**src/rtl/exec_replica_monitor.sv**
```systemverilog
// Launch/capture timing-error monitor for the execute-stage delay replica.
// Define EXEC_REPLICA_MON_THROTTLE_EN to enable windowed throttling (stall_req_o/stall_ack_i).
module exec_replica_monitor #(
   parameter int ERR_THRESH      = 4,
   parameter int WINDOW_LOG2     = 8,
   parameter int HOLD_CYCLES     = 16,
   parameter int CNT_W           = 16,
   parameter bit REPLICA_INVERTS = 1'b0
) (
   input  logic             clk_i,
   input  logic             rst_i,
   input  logic             enable_i,
   input  logic             clear_i,
   output logic             replica_launch_o,
   input  logic             replica_capture_i,
   output logic             timing_err_o,
   output logic [CNT_W-1:0] err_count_o,
   output logic             stall_req_o,
   input  logic             stall_ack_i
);

   function automatic logic [CNT_W-1:0] sat_inc(input logic [CNT_W-1:0] v, input logic inc);
      if (inc && (v != {CNT_W{1'b1}})) return v + CNT_W'(1);
      return v;
   endfunction

   logic             launch_p0, vld_p0;
   logic             capture_p1, expect_p1, vld_p1;
   logic             err_p2;
   logic [CNT_W-1:0] err_cnt;

   always_ff @(posedge clk_i or posedge rst_i) begin
      if (rst_i) begin
         launch_p0  <= 1'b0;
         vld_p0     <= 1'b0;
         capture_p1 <= 1'b0;
         expect_p1  <= 1'b0;
         vld_p1     <= 1'b0;
         err_p2     <= 1'b0;
         err_cnt    <= '0;
      end else begin
         // p0: launch into the replica chain
         if (enable_i) launch_p0 <= ~launch_p0;
         vld_p0 <= enable_i;
         // p1: capture the chain output; capture_p1 is the only flop exposed to the async path
         capture_p1 <= replica_capture_i;
         expect_p1  <= launch_p0 ^ REPLICA_INVERTS;
         vld_p1     <= vld_p0;
         // p2: compare and accumulate
         err_p2  <= vld_p1 & (capture_p1 ^ expect_p1);
         err_cnt <= clear_i ? '0 : sat_inc(err_cnt, err_p2);
      end
   end

   assign replica_launch_o = launch_p0;
   assign timing_err_o     = err_p2;
   assign err_count_o      = err_cnt;

`ifdef EXEC_REPLICA_MON_THROTTLE_EN
   localparam int WE_W   = WINDOW_LOG2 + 1;
   localparam int HOLD_W = $clog2(HOLD_CYCLES + 1);

   typedef enum logic [1:0] {IDLE, RUN, REQ, HOLD} state_t;

   state_t                 state, state_nxt;
   logic [WINDOW_LOG2-1:0] win_ctr;
   logic [WE_W-1:0]        win_err, win_err_inc;
   logic [HOLD_W-1:0]      hold_cnt;
   logic                   win_wrap;
   logic                   stall_q;

   // An error landing on the wrap cycle is the first error of the new window.
   assign win_wrap    = (win_ctr == {WINDOW_LOG2{1'b1}});
   assign win_err_inc = win_wrap ? WE_W'(1) : win_err + WE_W'(1);

   always_comb begin
      state_nxt = state;
      case (state)
         IDLE: if (enable_i) state_nxt = RUN;
         RUN: begin
            if (err_p2 && (win_err_inc >= WE_W'(ERR_THRESH))) state_nxt = REQ;
            else if (!enable_i)                               state_nxt = IDLE;
         end
         REQ:  if (stall_ack_i) state_nxt = HOLD;
         HOLD: if (hold_cnt == HOLD_W'(HOLD_CYCLES - 1)) state_nxt = enable_i ? RUN : IDLE;
         default: state_nxt = IDLE;
      endcase
   end

   always_ff @(posedge clk_i or posedge rst_i) begin
      if (rst_i) begin
         state    <= IDLE;
         stall_q  <= 1'b0;
         hold_cnt <= '0;
         win_ctr  <= '0;
         win_err  <= '0;
      end else begin
         state    <= state_nxt;
         stall_q  <= (state_nxt == REQ) || (state_nxt == HOLD);
         hold_cnt <= (state == HOLD) ? hold_cnt + HOLD_W'(1) : '0;
         // Window only advances while staying in RUN; any other path restarts it.
         if ((state == RUN) && (state_nxt == RUN)) begin
            win_ctr <= win_ctr + WINDOW_LOG2'(1);
            win_err <= win_wrap ? WE_W'(err_p2) : win_err + WE_W'(err_p2);
         end else begin
            win_ctr <= '0;
            win_err <= '0;
         end
      end
   end

   assign stall_req_o = stall_q;
`else
   logic unused_ok;
   assign unused_ok   = stall_ack_i ^ ((ERR_THRESH + WINDOW_LOG2 + HOLD_CYCLES) > 0);
   assign stall_req_o = 1'b0;
`endif

endmodule

```
**config.mk**
```make
export PLATFORM = sky130hd
export DESIGN_NAME = exec_replica_monitor
export DESIGN_NICKNAME = d
export VERILOG_FILES = /design/src/rtl/exec_replica_monitor.sv
export SDC_FILE = /design/constraint.sdc
export NUM_CORES = 1
export LEC_CHECK = 0
export BUFFER_PORTS_ARGS = -buffer_cell sky130_fd_sc_hd__buf_2
export CAP_MARGIN = 20
export CELL_PAD_IN_SITES_DETAIL_PLACEMENT = 0
export CELL_PAD_IN_SITES_GLOBAL_PLACEMENT = 2
export CORE_MARGIN = 2
export CORE_UTILIZATION = 35
export CTS_CLUSTER_DIAMETER = 150
export DETAILED_ROUTE_END_ITERATION = 16
export GPL_ROUTABILITY_DRIVEN = 0
export PLACE_DENSITY = 0.79
export RECOVER_POWER = 50
export SYNTH_ARGS = -nofsm -noshare
export SYNTH_HDL_FRONTEND = slang
export SYNTH_SLANG_ARGS = --single-unit
export TNS_END_PERCENT = 100
```
**constraint.sdc**
```tcl
create_clock -name clk_i -period 3.25 [get_ports clk_i]
set_clock_uncertainty 0.15 [all_clocks]
set_input_delay 0.325 -clock clk_i [delete_from_list [all_inputs] [get_ports clk_i]]
set_output_delay 0.325 -clock clk_i [all_outputs]
set_load 0.02 [all_outputs]
```
==> results.py, run 1 <==
metrics = {
    "outcome": {
        "status": "finished, violations left",
        "violations": "hold timing",
    },
    "synth": {
        "async_flop_share_pct": 100.0,
        "avgSynthCellArea_um2": 10.51,
        "synth.top_cells.by_area": "dfrtp_1 49%, a21oi_1 4.0%, nand4_1 2.8%",
        "yosys.area.top_type_share_pct": 49.44,
        "ys_dominant_reg_cell": "dfrtp_1",
        "ys_types": 41,
        "syn-cell-area_um2": 1114,
        "synth_cells": 106,
        "yosysSeqAreaShare_pct": 49.44,
        "yosysWarnings": 0,
        "synth_commonest_cells": "22 x dfrtp_1, 9 x a21oi_1, 7 x nand2_1",
        "synth_edf_count": 0,
        "yosys.area.top_type": "dfrtp_1",
        "synth_nets": 113,
        "ys_ff_latch": 22,
        "yosysMostFrequentCell": "dfrtp_1",
    },
    "detailed_routing": {
        "vias": 906,
        "wl_per_cell_um": 13.10,
        "viasPerCell": 5.207,
        "drt_first_pass_iters": 4,
        "remaining_drc_errors": 0,
        "ant_nets": 0,
        "wl_mm": 2.280,
        "drtIter0Drc": 44,
    },
    "critical_path": {
        "arrival_ns": 2.30,
        "reg2regPathDepth": 5,
        "max_stage_delay_ns": 0.77,
        "crit_type": "flip-flop to flip-flop",
        "cp_top_family": "compound AO/OA/AOI/OAI gates",
        "crit_chain": "ha_1 -> nand4_2 -> o41ai_2 -> o21ai_0 -> a21oi_1",
        "path_buf_inv": 0,
        "slowest_stage": "o41ai_2",
        "cp-start-kind": "flip-flop",
        "cp_num_cells": 5,
        "worstSetupEndpoint": "err_count_o[9]",
        "crit_fanout": 11,
        "ff2ff_setup_slack_ns": 1.04,
        "required_ns": 3.34,
        "cp-end-kind": "flip-flop",
        "critPathLaunch": "err_count_o[0]",
        "r2r-end": "err_count_o[9]",
        "rr_startpoint": "err_count_o[0]",
    },
    "power": {
        "finalPower_uw": 635.6,
        "vdd_drop_max_mv": 0.2603,
        "leakage_nw": 0.5425,
        "power_density_nw_per_um2": 484.7,
    },
    "placed_design": {
        "placed_area_um2": 1244,
        "hpwl_mm": 1.669,
        "numPortBuffers": 22,
        "dp_slack_ns": 1.032,
    },
    "finish": {
        "fillers": 303,
        "antenna_cells": 0,
        "fin_area_um2": 1311,
        "fin_nets": 138,
        "syn_to_final_growth_pct": 17.75,
        "final_layout_size_suffix_gt1_share_pct": 24.62,
    },
    "sta": {
        "setup_viol": 0,
        "fin_setup_tns_ns": 0,
        "hold_viol": 5,
        "holdWs_ns": -0.0007768,
        "slew_headroom_pct": 45.31,
        "fin_crit_sh_pct": 67.99,
        "period_minus_slack_ns": 2.210,
        "worst_pin_slew_ns": 0.8195,
        "slew_viol_final": 0,
        "rsz0062_at_grt": "false",
        "max_freq_mhz": 452.5,
        "finalWorstSetupSlack_ns": 1.040,
    },
    "job": {
        "drv_cap": 0,
    },
    "worst_hold_path": {
        "hold_class": "primary input to asynchronous set/reset pin",
    },
    "clock_tree": {
        "numCtsBuffers": 3,
        "cts_resized": 0,
        "cts_max_path_buffers": 2,
        "clock_sinks": 22,
        "clockRootBuffer": "clkbuf_4",
        "cts_tree": "yes",
        "clk_latency_ns": 0.31,
        "htree_levels": 1,
        "clk_pin_slew_ns": 0.13,
    },
    "die": {
        "io_pins": 25,
        "die_area_um2": 3649,
        "die_x_um": 60.41,
        "die_h_um": 60.41,
        "num_rows": 20,
        "start_util_pct": 36.78,
        "coreArea_um2": 3028,
    },
    "global_route": {
        "grt_usage_pct": 14.09,
        "antenna_found_initial": 0,
        "overflow": 0,
        "first_global_vias": 800,
        "grt_pass1_wl_mm": 3.808,
        "grt_max_degree": 23,
    },
}
[cell families after synthesis]
logic type               after synthesis  synth area share (%)
AO/OA/AOI/OAI                         28                 16.85
XOR/XNOR                               4                 3.147
adder cells (fa/ha/maj)                1                 1.123
buffers and inverters                  8                 4.494
flip-flops                            22                 49.44
other                                  1                0.3368
AND/OR/NAND/NOR                       42                 24.61
[layer usage]
| metal | vias to the layer above | GRT usage [%] | part of all wire [%] |
|---|---|---|---|
| li1 | 451 | - | - |
| met4 | 0 | 2.857 | 0.79 |
| met2 | 20 | 22.20 | 46 |
| met1 | 431 | 19.35 | 48 |
| met5 | - | 0 | 0 |
| met3 | 4 | 4.264 | 5.6 |
[power breakdown]
group	total, mW	internal (mW)	switching (mW)
combinational	0.0996	0.0358	0.0638
sequential	0.323	0.298	0.0253
clock	0.213	0.125	0.0880
total	0.636	0.458	0.177
[registers in the layout, summed over array words and instances, names as in the netlist]
register	count
err_count_o	16
capture_p1	1
expect_p1	1
replica_launch_o	1
timing_err_o	1
vld_p0	1
vld_p1	1
[cell usage in the layout (no fill, tap or decap), drive strengths merged, types with 4 or more instances in the layout]
cell,instances
dfrtp,22
buf,18
a21oi,9
nand2,7
clkbuf,7
o21ai,6
nand4,6
or3,6
nor3,5
inv,4
[repair_timing]
action                    CTS  global route
hold buffers                2             0
buffers inserted            0             0
hold endpoints to repair    2             0
[per-stage QoR]
step	util, %	std cells
global route	43.31	174
finish	43.31	174
CTS	43.47	174
global placement	41.07	168
floorplan	-	106
detailed placement	41.07	168
[worst min path at each step]
stage / from / to / slack [ns]
finish: rst_i / err_count_o[4] / -0.0008
global route: rst_i / err_count_o[12] / 0.06
CTS: rst_i / replica_launch_o / 0.03
detailed placement: vld_p0 / vld_p1 / 0.19
global placement: vld_p0 / vld_p1 / 0.18
floorplan: rst_i / capture_p1 / 0.16
[worst reg2reg max path, stage by stage (launching register included)]
cell     delay, ns
dfrtp_1       0.42
ha_1          0.24
nand4_2       0.20
o41ai_2       0.77
o21ai_0       0.20
a21oi_1       0.16
[final cells by class]
class                   count  area, µm²  area share [%]
repair buffers             24      125.1           9.542
clock buffers               3      22.52           1.718
flip-flops and latches     22      550.5           41.98
inverters                   4      15.01           1.145
multi-input cells          76      513.0           39.12
clock inverters             1      30.03           2.290
well taps                  44      55.05           4.198
No activity file was read; power rests on OpenSTA's default activity.
==> run 2: changes to the inputs <==
Settings changed: ABC_AREA from default to 1, CORE_UTILIZATION 35 to 27, PLACE_DENSITY 0.79 to 0.71.
Clock period 3.25 ns to 1.9 ns, I/O delays scaled along.
==> run 2 against run 1 <==
Against the previous run:
- cell area grew 13%
- setup slack lost 0.84 ns
- clock power grew 110%
- the flow now finishes without violations
- largest power group unchanged
- hold slack gained 0.22 ns
- register-to-register slack lost 0.84 ns
- sequential share of layout area shrank 4.9 points
- count of clock-buffer cells in the layout is the same
==> results.py, run 2 <==
metrics = {
    "finish": {
        "syn_to_final_growth_pct": 23.80,
        "final_common_cell": "nand2_1",
        "layout_common_cells": "51 x nand2_1, 22 x dfrtp_1, 19 x nor2_1",
        "antenna_cells": 0,
        "final_layout_size_suffix_gt1_share_pct": 21.16,
        "fin_area_um2": 1484,
        "fin_nets": 197,
        "largest_register_ffs": 16,
    },
    "clock_tree": {
        "clock_sinks": 22,
        "clk_pin_slew_ns": 0.09,
        "numCtsBuffers": 3,
        "clk_latency_ns": 0.27,
        "clockRootBuffer": "clkbuf_8",
        "cts_max_path_buffers": 2,
        "cts_tree": "yes",
        "htree_levels": 1,
    },
    "placed_design": {
        "hpwl_mm": 2.163,
        "numPortBuffers": 22,
        "placed_area_um2": 1370,
    },
    "job": {
        "drv_cap": 0,
    },
    "critical_path": {
        "worstSetupEndpoint": "err_count_o[6]",
        "crit_chain": "ha_1 -> nand2_2 -> nor2_4 -> nand2_2 -> nor2_4 -> nor2_1 -> buf_4 -> o211ai_1 -> nand2_1",
        "r2r-end": "err_count_o[6]",
        "arrival_ns": 1.71,
        "cp-end-kind": "flip-flop",
        "crit_fanout": 8,
        "critPathLaunch": "err_count_o[0]",
        "rr_startpoint": "err_count_o[0]",
        "required_ns": 1.91,
        "max_stage_delay_ns": 0.39,
        "reg2regPathDepth": 9,
        "ff2ff_setup_slack_ns": 0.20,
        "crit_type": "flip-flop to flip-flop",
        "slowest_stage": "dfrtp_1",
        "cp-start-kind": "flip-flop",
    },
    "global_route": {
        "overflow": 0,
        "grt_max_degree": 23,
        "grt_usage_pct": 13.00,
        "grt_pass1_wl_mm": 5.161,
        "first_global_vias": 1033,
        "antenna_found_initial": 0,
    },
    "synth": {
        "yosys.area.top_type_share_pct": 45.93,
        "ys_ff_latch": 22,
        "ys_dominant_reg_cell": "dfrtp_1",
        "synth_commonest_cells": "51 x nand2_1, 22 x dfrtp_1, 19 x nor2_1",
        "synth_edf_count": 0,
        "avgSynthCellArea_um2": 7.586,
        "yosysWarnings": 0,
        "ys_types": 23,
        "syn-cell-area_um2": 1199,
        "yosysMostFrequentCell": "nand2_1",
        "synth_nets": 165,
        "async_flop_share_pct": 100.0,
        "yosys.area.top_type": "dfrtp_1",
        "synth_cells": 158,
        "yosysSeqAreaShare_pct": 45.93,
        "synth.top_cells.by_area": "dfrtp_1 46%, nand2_1 16%, nand3_1 6.7%",
    },
    "outcome": {
        "status": "completed",
    },
    "worst_hold_path": {
        "min_from": "vld_p0",
        "hold_class": "flip-flop to flip-flop",
        "hold_depth": 0,
    },
    "power": {
        "leakage_nw": 0.7123,
        "power_density_nw_per_um2": 788.6,
        "vdd_drop_max_mv": 0.4181,
    },
    "sta": {
        "period_minus_slack_ns": 1.701,
        "slew_headroom_pct": 59.87,
        "max_freq_mhz": 588.0,
        "fin_crit_sh_pct": 89.51,
        "slew_viol_final": 0,
        "setup_viol": 0,
        "rsz0062_at_grt": "false",
        "fin_setup_tns_ns": 0,
        "hold_viol": 0,
        "worst_pin_slew_ns": 0.6019,
        "holdWs_ns": 0.2161,
    },
    "detailed_routing": {
        "remaining_drc_errors": 0,
        "drt_first_pass_iters": 4,
        "viasPerCell": 4.564,
        "drtIter0Drc": 39,
        "wl_per_cell_um": 12.36,
        "wl_mm": 2.979,
        "vias": 1100,
        "ant_nets": 0,
    },
    "die": {
        "die_x_um": 70.63,
        "start_util_pct": 27.72,
        "die_area_um2": 4989,
        "num_rows": 24,
        "io_pins": 25,
        "coreArea_um2": 4324,
        "die_h_um": 70.63,
    },
}
==> run 2: routing by layer <==
metal	wire length (µm)	up-vias	global-route usage, %
met5	0	-	0
met4	11	0	2.935
met3	90	2	2.422
met2	1470	19	21.80
met1	1406	513	17.57
li1	-	566	-
==> run 2: how the worst min path moves through the flow <==
stage	endpoint	slack (ns)
2_1_floorplan	capture_p1	0.03
6_report	vld_p1	0.22
3_3_place_gp	err_count_o[4]	0.09
4_1_cts	vld_p1	0.22
3_5_place_dp	err_count_o[3]	0.10
5_1_grt	vld_p1	0.23
==> run 2: stage by stage <==
step / cells / power (mW) / setup slack, ns / util [%]
after floorplan: 158 / 0.6669 / 0.1678 / -
after global placement: 232 / 0.7264 / 0.1693 / 31.68
after detailed placement: 232 / 0.7282 / 0.1588 / 31.68
after CTS: 240 / 1.190 / 0.1313 / 34.26
after global routing: 241 / 1.243 / 0.01276 / 34.32
final: 241 / 1.170 / 0.1994 / 34.32
==> run 2: report_power, final <==
part           switching, mW  total [mW]  internal [mW]
Sequential            0.0317       0.537          0.506
Combinational          0.122       0.185         0.0633
Clock                  0.166       0.448          0.282
==> run 2: cells by family (layout without fill, tap and decap cells) <==
family | after synthesis | count (layout) | share of synthesized area, %
AND/OR/NAND/NOR | 104 | 104 | 38.83
flip-flops | 22 | 22 | 45.93
buffers and inverters | 16 | 47 | 6.577
AO/OA/AOI/OAI | 11 | 11 | 5.115
XOR/XNOR | 3 | 3 | 2.192
adder cells (fa/ha/maj) | 1 | 1 | 1.044
other | 1 | 1 | 0.3129
==> run 2: worst max-delay path, delay by kind of cell (launching register included) <==
| family | cells | cell delay, ns |
|---|---|---|
| fa+ha+maj | 1 | 0.20 |
| flops | 1 | 0.39 |
| buf+inv | 1 | 0.16 |
| simple gates | 6 | 0.61 |
| compound gates | 1 | 0.08 |
==> run 2: area by class of cell <==
type / count / area, µm²
Timing Repair Buffer: 31 / 180.2
Tap cell: 52 / 65.06
Multi-Input combinational cell: 120 / 569.3
Clock buffer: 3 / 41.29
Sequential cell: 22 / 550.5
Inverter: 12 / 47.55
Clock inverter: 1 / 30.03
Fill cell: 485 / 2840
==> run 2: timing repair <==
item / CTS / global route
hold buffers: 4 / 0
hold endpoints to repair: 26 / 0
endpoints found under the setup margin: 0 / 11
resized for setup: 0 / 1
setup buffers: 0 / 1
